File: src/rtl/btn_debounce_array_if.sv
// Port bundle for btn_debounce_array: raw buttons in, conditioned levels/strobes out.
// No handshake: every output is a registered level or a single-cycle strobe qualified only by clk.
interface btn_debounce_array_if #(
  parameter int CHANNELS = 4
);
  logic [CHANNELS-1:0]   btn_in;
  logic [CHANNELS-1:0]   btn_level;
  logic [CHANNELS-1:0]   press_pulse;
  logic [CHANNELS-1:0]   release_pulse;
  logic [CHANNELS-1:0]   long_pulse;
  logic [CHANNELS-1:0]   repeat_pulse;
  logic                  any_pressed;
  // Debug view of each channel's state, 2 bits per channel (0 idle, 1 pressed, 2 long)
  logic [2*CHANNELS-1:0] state;

  modport master (
    input  btn_in,
    output btn_level, press_pulse, release_pulse, long_pulse, repeat_pulse,
    output any_pressed, state
  );

  modport slave (
    output btn_in,
    input  btn_level, press_pulse, release_pulse, long_pulse, repeat_pulse,
    input  any_pressed, state
  );
endinterface

File: src/rtl/btn_debounce_array.sv
// Multi-channel button conditioner: 2-flop sync, stable-time debounce, press/release/long strobes.
// Define BTN_DEBOUNCE_ARRAY_REPEAT_EN to add auto-repeat pulses while a button is held past long-press.
module btn_debounce_array #(
  parameter int CHANNELS      = 4,
  parameter int STABLE_CYCLES = 16,
  parameter int LONG_CYCLES   = 1000,
  parameter int REPEAT_CYCLES = 200,
  parameter bit ACTIVE_LOW    = 1'b0
) (
  input  logic                 clk,
  input  logic                 rst,
  btn_debounce_array_if.master bus
);

  localparam int CW = $clog2(STABLE_CYCLES);
  localparam int HW = $clog2(LONG_CYCLES + 1);
  localparam logic [CW-1:0] CNT_MAX  = CW'(STABLE_CYCLES - 1);
  localparam logic [HW-1:0] HOLD_MAX = HW'(LONG_CYCLES);

  typedef enum logic [1:0] {
    IDLE    = 2'd0,
    PRESSED = 2'd1,
    LONG    = 2'd2
  } state_t;

  state_t              state_q [CHANNELS];
  logic [CW-1:0]       cnt_q   [CHANNELS];
  logic [HW-1:0]       hold_q  [CHANNELS];

  logic [CHANNELS-1:0] raw;
  logic [CHANNELS-1:0] sync1_q;
  logic [CHANNELS-1:0] sync2_q;
  logic [CHANNELS-1:0] level_q;
  logic [CHANNELS-1:0] press_q;
  logic [CHANNELS-1:0] release_q;
  logic [CHANNELS-1:0] long_q;
  logic [CHANNELS-1:0] repeat_q;
  logic                any_q;
  logic [CHANNELS-1:0] mismatch;
  logic [CHANNELS-1:0] toggle;

`ifdef BTN_DEBOUNCE_ARRAY_REPEAT_EN
  localparam int RW = (REPEAT_CYCLES > 1) ? $clog2(REPEAT_CYCLES) : 1;
  localparam logic [RW-1:0] REP_MAX = RW'(REPEAT_CYCLES - 1);
  logic [RW-1:0]       rep_q [CHANNELS];
`endif

  assign raw = ACTIVE_LOW ? ~bus.btn_in : bus.btn_in;

  // The level flips on the edge where the STABLE_CYCLES-th consecutive disagreeing sample arrives.
  always_comb begin
    mismatch = '0;
    toggle   = '0;
    for (int i = 0; i < CHANNELS; i++) begin
      mismatch[i] = sync2_q[i] != level_q[i];
      toggle[i]   = mismatch[i] && (cnt_q[i] == CNT_MAX);
    end
  end

  always_ff @(posedge clk) begin
    if (rst) begin
      sync1_q   <= '0;
      sync2_q   <= '0;
      level_q   <= '0;
      press_q   <= '0;
      release_q <= '0;
      long_q    <= '0;
      repeat_q  <= '0;
      any_q     <= 1'b0;
      for (int i = 0; i < CHANNELS; i++) begin
        state_q[i] <= IDLE;
        cnt_q[i]   <= '0;
        hold_q[i]  <= '0;
`ifdef BTN_DEBOUNCE_ARRAY_REPEAT_EN
        rep_q[i]   <= '0;
`endif
      end
    end else begin
      sync1_q   <= raw;
      sync2_q   <= sync1_q;
      level_q   <= level_q ^ toggle;
      press_q   <= toggle & ~level_q;
      release_q <= toggle & level_q;
      any_q     <= |(level_q ^ toggle);
      long_q    <= '0;
      repeat_q  <= '0;
      for (int i = 0; i < CHANNELS; i++) begin
        if (!mismatch[i] || toggle[i]) begin
          cnt_q[i] <= '0;
        end else begin
          cnt_q[i] <= cnt_q[i] + CW'(1);
        end

        // In PRESSED/LONG a toggle is always a release, and it beats the long threshold.
        case (state_q[i])
          IDLE: begin
            hold_q[i] <= '0;
            if (toggle[i]) state_q[i] <= PRESSED;
          end
          PRESSED: begin
            if (toggle[i]) begin
              state_q[i] <= IDLE;
              hold_q[i]  <= '0;
            end else begin
              hold_q[i] <= hold_q[i] + HW'(1);
              if ((hold_q[i] + HW'(1)) == HOLD_MAX) begin
                long_q[i]  <= 1'b1;
                state_q[i] <= LONG;
`ifdef BTN_DEBOUNCE_ARRAY_REPEAT_EN
                rep_q[i]   <= '0;
`endif
              end
            end
          end
          LONG: begin
            if (toggle[i]) begin
              state_q[i] <= IDLE;
              hold_q[i]  <= '0;
`ifdef BTN_DEBOUNCE_ARRAY_REPEAT_EN
              rep_q[i]   <= '0;
`endif
            end else begin
`ifdef BTN_DEBOUNCE_ARRAY_REPEAT_EN
              if (rep_q[i] == REP_MAX) begin
                rep_q[i]    <= '0;
                repeat_q[i] <= 1'b1;
              end else begin
                rep_q[i] <= rep_q[i] + RW'(1);
              end
`endif
            end
          end
          default: begin
            state_q[i] <= IDLE;
            hold_q[i]  <= '0;
          end
        endcase
      end
    end
  end

  always_comb begin
    bus.state = '0;
    for (int i = 0; i < CHANNELS; i++) begin
      bus.state[2*i +: 2] = state_q[i];
    end
  end

  assign bus.btn_level     = level_q;
  assign bus.press_pulse   = press_q;
  assign bus.release_pulse = release_q;
  assign bus.long_pulse    = long_q;
  assign bus.repeat_pulse  = repeat_q;
  assign bus.any_pressed   = any_q;

endmodule

File: src/flat_wrapper.sv
// flat-port wrapper written by rule: the top's interface ports become plain ports
module btn_debounce_array_flat 
#(
  parameter int CHANNELS      = 4,
  parameter int STABLE_CYCLES = 16,
  parameter int LONG_CYCLES   = 1000,
  parameter int REPEAT_CYCLES = 200,
  parameter bit ACTIVE_LOW    = 1'b0
)
  (clk, rst, bus_btn_in, bus_btn_level, bus_press_pulse, bus_release_pulse, bus_long_pulse, bus_repeat_pulse, bus_any_pressed, bus_state);
  btn_debounce_array_if #(.CHANNELS(CHANNELS)) bus_i ();
  input  logic clk;
  input  logic rst;
  input wire logic [$bits(bus_i.btn_in)-1:0] bus_btn_in;
  output wire logic [$bits(bus_i.btn_level)-1:0] bus_btn_level;
  output wire logic [$bits(bus_i.press_pulse)-1:0] bus_press_pulse;
  output wire logic [$bits(bus_i.release_pulse)-1:0] bus_release_pulse;
  output wire logic [$bits(bus_i.long_pulse)-1:0] bus_long_pulse;
  output wire logic [$bits(bus_i.repeat_pulse)-1:0] bus_repeat_pulse;
  output wire logic [$bits(bus_i.any_pressed)-1:0] bus_any_pressed;
  output wire logic [$bits(bus_i.state)-1:0] bus_state;
  assign bus_i.btn_in = bus_btn_in;
  assign bus_btn_level = bus_i.btn_level;
  assign bus_press_pulse = bus_i.press_pulse;
  assign bus_release_pulse = bus_i.release_pulse;
  assign bus_long_pulse = bus_i.long_pulse;
  assign bus_repeat_pulse = bus_i.repeat_pulse;
  assign bus_any_pressed = bus_i.any_pressed;
  assign bus_state = bus_i.state;
  btn_debounce_array #(.CHANNELS(CHANNELS), .STABLE_CYCLES(STABLE_CYCLES), .LONG_CYCLES(LONG_CYCLES), .REPEAT_CYCLES(REPEAT_CYCLES), .ACTIVE_LOW(ACTIVE_LOW)) u_core (.clk(clk), .rst(rst), .bus(bus_i));
endmodule
File: config.mk
export PLATFORM = sky130hd
export DESIGN_NAME = btn_debounce_array_flat
export DESIGN_NICKNAME = d
export VERILOG_FILES = /design/src/rtl/btn_debounce_array_if.sv /design/src/rtl/btn_debounce_array.sv /design/src/flat_wrapper.sv
export SDC_FILE = /design/constraint.sdc
export NUM_CORES = 1
export LEC_CHECK = 0
export ABC_AREA = 1
export BUFFER_PORTS_ARGS = -buffer_cell sky130_fd_sc_hd__buf_2
export CAP_MARGIN = 20
export CORE_ASPECT_RATIO = 0.7
export CORE_UTILIZATION = 46
export CTS_CLUSTER_SIZE = 20
export DETAILED_ROUTE_END_ITERATION = 10
export HOLD_SLACK_MARGIN = 0.05
export PLACE_DENSITY = 0.66
export SYNTH_ARGS = -nofsm -noshare
export SYNTH_HDL_FRONTEND = slang
export SYNTH_SLANG_ARGS = --single-unit
File: constraint.sdc
create_clock -name clk -period 1.7 [get_ports clk]
set_clock_uncertainty 0.05 [all_clocks]
set_input_delay 0.255 -clock clk [delete_from_list [all_inputs] [get_ports clk]]
set_output_delay 0.255 -clock clk [all_outputs]
set_load 0.02 [all_outputs]
---- Yosys cells after proc, flatten, opt, wreduce, memory -nomap -nowiden ----
Memory sizes are Yosys's and may differ from the RTL's.
Cells that the tools add are included.
storage, ports and cells
  bits in registers ....................... 25
  bits in writable memories ............... 64
  output and inout port bits .............. 29
  logic and storage cells ................. 285
  memories ................................ 3
memory list
  memory          depth  width  read ports  clocked after Yosys merged registers in  write ports  line                      RTL
  u_core.hold_q   4      10     4           0                                        4            btn_debounce_array.sv:28  logic [HW-1:0] hold_q [CHANNELS];
  u_core.cnt_q    4      4      4           0                                        4            btn_debounce_array.sv:27  logic [CW-1:0] cnt_q [CHANNELS];
  u_core.state_q  4      2      4           0                                        4            btn_debounce_array.sv:26  state_t state_q [CHANNELS];
cells by class
  add/subtract/negate cells ............... 8
  equality and inequality tests ........... 20
  mux-type cells .......................... 174
  bitwise logic cells ..................... 52
  reductions and logical operators ........ 21
operators with widths
  cell                                                                   count
  10-bit 2-to-1 mux                                                      20
  1-bit 2-to-1 mux                                                       126
  1-bit OR                                                               48
  10-bit by 1-bit adder with 10-bit output, second input constant        4
  10-bit equality test, second input constant                            4
  2-bit 2-to-1 mux                                                       20
  4-bit 2-to-1 mux                                                       8
  4-bit by 1-bit adder with 4-bit output, second input constant          4
  4-bit equality test, second input constant                             4
  3-bit OR reduction                                                     4
  4-bit AND                                                              2
  2-bit by 1-bit equality test with 1-bit output, second input constant  4
  2-bit equality test, second input constant                             4
  2-bit logical NOT                                                      4
  1-bit logical AND                                                      4
  1-bit logical NOT                                                      4
  1-bit logical OR                                                       4
  1-bit != test                                                          4
  4-bit inverter                                                         1
  4-bit OR reduction                                                     1
  4-bit bitwise XOR                                                      1

---- Logic depth before layout (Yosys ltp) ----
Gate-level depths: netlist of run 1.
An unclocked memory read counts as a cell.
  word-level depth ........................ 12
  depth in mapped cells ................... 11
  depth with buffers taken out ............ 11

---- Worst setup path before layout of run 1 ----
Ideal clock, no wire load.
  path kind ............................... register to register
  from .................................... register u_core.level_q[2] (netlist: u_core.bus.btn_level[2])
  to ...................................... memory u_core.state_q[2][0] (netlist name) (enable)
  library setup time ...................... 297 ps
  arrival ................................. 1403 ps
  data required time ...................... 1353 ps
  setup slack ............................. -51 ps
  stages on the path, launching flop included .. 9
  buffers on the path ..................... 0
  clock period less this slack ............ 1751 ps
  cell sequence ........................... dfxtp_1 nand2_1 nand2_1 nand4_1 inv_1 nor2_1 nand3_1 o21ai_0 nand2_1
RTL lines
  element                 line                      RTL
  from (decl)             btn_debounce_array.sv:33  logic [CHANNELS-1:0] level_q;
  from (signal assigned)  btn_debounce_array.sv:81  level_q <= level_q ^ toggle;
  to (decl)               btn_debounce_array.sv:26

==> results of run 1 <==
[through the flow]
step	util, %	power, mW	setup TNS [ns]	instance area [sq um]	instances
after floorplan	-	2.68	0	4490	508
after global placement	55.2	2.77	-0.0308	5070	692
after detailed placement	55.2	2.78	-0.540	5070	692
after CTS	59.8	4.78	-0.236	5490	714
after global routing	61.9	4.92	-1.77	5680	724
final	61.9	4.75	-0.508	5680	724
[power by group]
group          total [mW]  internal (mW)  switching, mW  leakage (nW)
logic               0.320          0.137          0.183          1.36
clock network        1.97           1.13          0.835         0.148
registers            2.46           2.40         0.0673         0.921
total                4.75           3.67           1.08          2.43
[layout make-up]
class	instances	area share, %
timing repair buffer	84	10.6
clock buffer	12	4.71
inverter	63	4.16
clock inverter	4	0.617
tap	124	2.73
multi-input combinational	348	34.5
sequential	89	42.7
[flip-flops by register name, summed over array words and instances, names as in the netlist]
signal / count
u_core.hold_q: 40
u_core.cnt_q: 16
u_core.state_q: 8
u_core.bus.btn_level: 4
u_core.bus.long_pulse: 4
u_core.bus.press_pulse: 4
u_core.bus.release_pulse: 4
u_core.sync1_q: 4
u_core.sync2_q: 4
u_core.bus.any_pressed: 1
[cell usage after synthesis]
library cell | number | area (sq um)
nand3_1 | 30 | 150
dfxtp_1 | 25 | 500
nor3_1 | 11 | 55.1
nand3b_1 | 5 | 37.5
xor2_1 | 12 | 105
buf_4 | 4 | 30.0
o21bai_1 | 2 | 15.0
nor2_4 | 1 | 11.3
nand2_1 | 94 | 353
a21oi_1 | 8 | 40.0
nand2_2 | 5 | 31.3
a41oi_1 | 1 | 8.76
nor2_1 | 104 | 390
nor3_4 | 1 | 16.3
nor3b_1 | 2 | 15.0
xnor2_1 | 12 | 105
nor3_2 | 2 | 20.0
or2_2 | 1 | 6.26
nand4_1 | 6 | 37.5
o21ai_0 | 5 | 25.0
conb_1 | 2 | 7.51
nand4_2 | 1 | 12.5
buf_2 | 2 | 10.0
edfxtp_1 | 64 | 1920
inv_1 | 63 | 236
nand3_4 | 2 | 35.0
buf_1 | 2 | 7.51
nor2_2 | 7 | 43.8
nor4_1 | 2 | 12.5
nand3_2 | 2 | 20.0
ha_1 | 12 | 150
[what timing repair did]
action | in CTS | in global routing
setup buffers | 6 | 10
hold buffers | 0 | 0
pin swaps | 12 | 18
resized for setup | 16 | 27
endpoints found under the setup margin | 11 | 28
[tightest hold or removal path, cell delays in order]
cell and delay [ns]:
buf_2 0.09, inv_1 0.04, nor2_1 0.03
[layer usage]
layer	up-vias	global-route usage, %	wire [microns]
met3	9	4.37	278
li1	1767	-	-
met2	49	29.3	4130
met1	1576	23.3	4050
met5	-	0	0
met4	0	5.75	94
[worst paths after layout]
path | cells past startpoint | slack (ns) | end
min | 3 | 0.07 | u_core.sync1_q[2]$_SDFF_PP0_
min reg2reg | 2 | 0.35 | u_core.sync2_q[1]$_SDFF_PP0_
max reg2reg | 10 | -0.10 | u_core.state_q[3][1]$_SDFFCE_PP0P_
max | 10 | -0.10 | u_core.state_q[3][1]$_SDFFCE_PP0P_
[cell families after synthesis]
family | Yosys count | synth area share (%)
and+or+nand+nor | 276 | 28.3
DFF | 89 | 54.9
buffers and inverters | 71 | 6.44
xor gates and xnor gates | 24 | 4.77
AOI/OAI and AO/OA | 16 | 2.01
adders and majority gates | 12 | 3.40
other | 2 | 0.170
==> run summary, run 1 <==
Status - complete, but fails checks
Failing checks - negative setup slack
Detailed Place HPWL - 5900 microns
Most frequent cells in the layout - nor2_1, nand2_1, edfxtp_1
Worst VDD drop - 0.659 mV
Hold path startpoint - bus_btn_in[2]
Port-buffer cells - 30
Setup crit start kind - register
Count of cell types in the netlist - 31
Commonest non-fill, non-tap cell in the layout - nor2_1
Largest delay contributor family on the critical path - simple AND/OR/NAND/NOR gates
Pre-CTS setup slack - -0.130 ns
Fin nets - 613
Cell mode on critical path - buf_4
Die Ht - 83.9 microns
Gpl congestion - 0.842
Final Worst Setup Slack - -0.100 ns
Routed via count - 3401
Critical path class - register to register
Core ar. - 0.00918 sq mm
Num CTS Buffers - 9
Final ANT Viol Nets - 0
# setup viols final - 9
Clk_lat worst skew - 0.34 ns
WL final - 8550 microns
Final Hold Viols - 0
Rows - 29
Fillers - 779
Worst path slowest cell - edfxtp_1
ANT cells - 0
Synthesized area - 0.00441 sq mm
TritonRoute pass-1 iters - 5
Arrival time at the worst endpoint - 1.85 ns
Tcrit/Tclk final - 106%
Initial antenna violation count - 0
Min Tclk post-route - 1.80 ns
Worst hold slack - 0.0679 ns
Sequential share of the synthesized area - 54.9%
Synthesized flop and latch total - 89
RSZ-0062 raised after global routing - yes
Clk slew on worst S/H paths - 0.06 ns
1st-iter DRT viols - 179
CTS root buffer - clkbuf_16
Critical Path, Cell by Cell - buf_4 -> inv_1 -> nor2_4 -> buf_4 -> or2_2 -> nand2_2 -> nor2_1 -> nand4_1 -> buf_4 -> inv_1
Starting Density - 48.0%
Sequential Area - 0.00242 sq mm
Global route overflow - 0
Die footprint - 0.00999 sq mm
Max Cap Viol - 0
Area Growth Syn to Fin - 28.8%
Crit path launch - u_core.hold_q[0][30]$_SDFFCE_PP0P_
Die X - 119 microns
WL per Instance - 11.8 microns
WP data required - 1.75 ns
Total track usage - 17.9%
Setup crit end kind - register
# DRC - 0
TritonCTS clock tree - built
Post-synthesis cell count - 490
Critical path's largest stage delay - 0.40 ns
First-pass GRT wire length - 14200 microns
Clock tree buffer depth - 2
Average cell area after synthesis - 9.00 sq um
CTS H-tree lvls - 3
Fmax - 556 MHz
Ports - 35
Min-delay worst type - primary input to register
Vias per std cell - 4.70
Share of post-route cells with drive strength above 1 - 25.5%
Vias in the first global route - 3194
Largest net degree at the start of global routing - 17
Clock sinks - 89
Power Density - 837 mW/mm^2
Reg2reg start - u_core.hold_q[0][30]$_SDFFCE_PP0P_
Ys Warns - 0
Leakage - 2.43 nW
Area of the multi-input gates - 0.00196 sq mm
Final Slew Violations - 0
Worst-path fanout max - 5
Critical path buffers and inverters - 5
(Power assumes the default switching activity.)
==> inputs of run 2 (changes only) <==
--- a/config.mk
+++ b/config.mk
@@ -14,6 +14,7 @@
 export DETAILED_ROUTE_END_ITERATION = 10
 export HOLD_SLACK_MARGIN = 0.05
 export PLACE_DENSITY = 0.66
+export RECOVER_POWER = 100
 export SYNTH_ARGS = -nofsm -noshare
 export SYNTH_HDL_FRONTEND = slang
 export SYNTH_SLANG_ARGS = --single-unit
==> run 2 against run 1 <==
  * The flow still finishes with violations (negative setup slack)
  * Die area stayed put
  * Count of clock-buffer cells in the layout stayed put
  * Total power hardly changed
  * Critical endpoint unchanged
==> run summary, run 2 (synthesis results as in run 1) <==
WP data required - 1.75 ns (about the same)
Sequential Area - 0.00242 sq mm (unchanged)
Fin nets - 613 (unchanged)
Initial antenna violation count - 0 (unchanged)
Worst VDD drop - 0.662 mV (was 0.659 mV)
Relative slew margins - 58.5%
Global route overflow - 0 (unchanged)
Min-delay worst type - primary input to register (unchanged)
Final instance area - 0.00563 sq mm (was 0.00568 sq mm)
CTS H-tree lvls - 3 (unchanged)
First-pass GRT wire length - 14200 microns (unchanged)
Min Tclk post-route - 1.80 ns (about the same)
TritonCTS clock tree - built (unchanged)
Area Growth Syn to Fin - 27.6% (was 28.8%)
Total track usage - 17.9% (unchanged)
Clk_lat worst skew - 0.34 ns (about the same)
Max Cap Viol - 0 (unchanged)
Top Registers - u_core.hold_q x40, u_core.cnt_q x16, u_core.state_q x8 (unchanged)
Power Total - 4.75 mW (about the same)
Arrival time at the worst endpoint - 1.85 ns (about the same)
Finished Core Util - 61.3% (was 61.9%)
Num CTS Buffers - 9 (unchanged)
WL final - 8560 microns (was 8550 microns)
Rows - 29 (unchanged)
Die Ht - 83.9 microns (unchanged)
Worst Tran Pin Value - 0.623 ns
Port-buffer cells - 30 (unchanged)
Power Density - 844 mW/mm^2 (was 837 mW/mm^2)
Vias in the first global route - 3194 (unchanged)
# DRC - 0 (unchanged)
Final Worst Setup Slack - -0.103 ns (was -0.100 ns)
Final ANT Viol Nets - 0 (unchanged)
Area of the multi-input gates - 0.00195 sq mm (was 0.00196 sq mm)
WL per Instance - 11.8 microns (about the same)
Placed inst area - 0.00507 sq mm (unchanged)
Final cell count without fillers - 724 (unchanged)
Vias per std cell - 4.69 (was 4.70)
Top reg by flops - u_core.hold_q (unchanged)
Gpl congestion - 0.842 (unchanged)
Clk slew on worst S/H paths - 0.06 ns (about the same)
Tcrit/Tclk final - 106% (about the same)
CTS root buffer - clkbuf_16 (unchanged)
Final Slew Violations - 0 (unchanged)
Cts hold-fix bufs - 0 (unchanged)
ANT cells - 0 (unchanged)
1st-iter DRT viols - 158 (was 179)
Leakage - 2.32 nW (was 2.43 nW)
Routed via count - 3395 (was 3401)
Detailed Place HPWL - 5900 microns (unchanged)
Share of post-route cells with drive strength above 1 - 20.2% (was 25.5%)
Clock sinks - 89 (unchanged)
Status - complete, but fails checks (unchanged)
Fillers - 799 (was 779)
TritonRoute pass-1 iters - 4 (was 5)
Die footprint - 0.00999 sq mm (unchanged)
RSZ-0062 raised after global routing - yes (unchanged)
Critical path class - register to register (unchanged)
Pre-CTS setup slack - -0.130 ns (unchanged)
Die X - 119 microns (unchanged)
Setup crit start kind - register (unchanged)
Setup crit end kind - register (unchanged)
Clock tree buffer depth - 2 (unchanged)
Largest net degree at the start of global routing - 17 (unchanged)
Core ar. - 0.00918 sq mm (unchanged)
Most frequent cells in the layout - nor2_1, nand2_1, edfxtp_1 (unchanged)
Starting Density - 48.0% (unchanged)
Worst-path fanout max - 5 (unchanged)
Failing checks - negative setup slack (unchanged)
Max reg flops - 40 (unchanged)
Dpl cells - 692 (unchanged)
Fmax - 555 MHz (was 556 MHz)
Final Hold Viols - 0 (unchanged)
# setup viols final - 9 (unchanged)
Ports - 35 (unchanged)
Commonest non-fill, non-tap cell in the layout - nor2_1 (unchanged)
run 2: cell count changes in the layout (fill, tap and decap cells not counted), sizes merged:
cell,delta
buf,-29
clkbuf,+29
run 2: worst paths after layout:
check | cells past startpoint | slack, ns | end | from
worst max-delay path | 10 | -0.10 | u_core.state_q[3][1]$_SDFFCE_PP0P_ | u_core.hold_q[0][30]$_SDFFCE_PP0P_
worst min-delay path | 3 | 0.07 | u_core.sync1_q[2]$_SDFF_PP0_ | bus_btn_in[2]
worst max register to register | 10 | -0.10 | u_core.state_q[3][1]$_SDFFCE_PP0P_ | u_core.hold_q[0][30]$_SDFFCE_PP0P_
worst min register to register | 2 | 0.35 | u_core.sync2_q[1]$_SDFF_PP0_ | u_core.sync1_q[1]$_SDFF_PP0_
run 2: metal layers:
| layer | GRT usage [%] | routed length, microns |
|---|---|---|
| met4 | 5.75 | 94 |
| met5 | 0 | 0 |
| met2 | 29.3 | 4130 |
| met3 | 4.37 | 252 |
| met1 | 23.3 | 4080 |
run 2: critical path: stages (launching register included):
cell and delay, ns:
edfxtp_1 0.40, buf_4 0.15, inv_1 0.08, nor2_4 0.06, buf_4 0.13, or2_2 0.28, nand2_2 0.07, nor2_1 0.04
nand4_1 0.13, buf_4 0.14, inv_1 0.03
run 2: layout make-up:
type | count | area share (%)
inverter | 63 | 4.20
multi-input combinational | 348 | 34.7
sequential | 89 | 43.1
clock inverter | 4 | 0.623
timing repair buffer | 84 | 9.92
tap | 124 | 2.76
clock buffer | 12 | 4.76
run 2: per-stage QoR:
step | setup TNS (ns) | hold WS (ns)
after floorplan | 0 | 0.312
after global placement | -0.0308 | 0.339
after detailed placement | -0.540 | 0.348
after CTS | -0.236 | 0.0583
after global routing | -2.33 | 0.0653
final | -0.512 | 0.0672
run 2: power by group:
part / internal [mW] / switching, mW / total [mW]
logic: 0.132 / 0.182 / 0.314
clock network: 1.13 / 0.839 / 1.97
registers: 2.40 / 0.0675 / 2.46
total: 3.66 / 1.09 / 4.75
run 2: what timing repair did:
| item | CTS | global route |
|---|---|---|
| setup endpoints to repair | 11 | 28 |
| resized for setup | 16 | 27 |
| setup buffers | 6 | 10 |
| pin swaps | 12 | 18 |
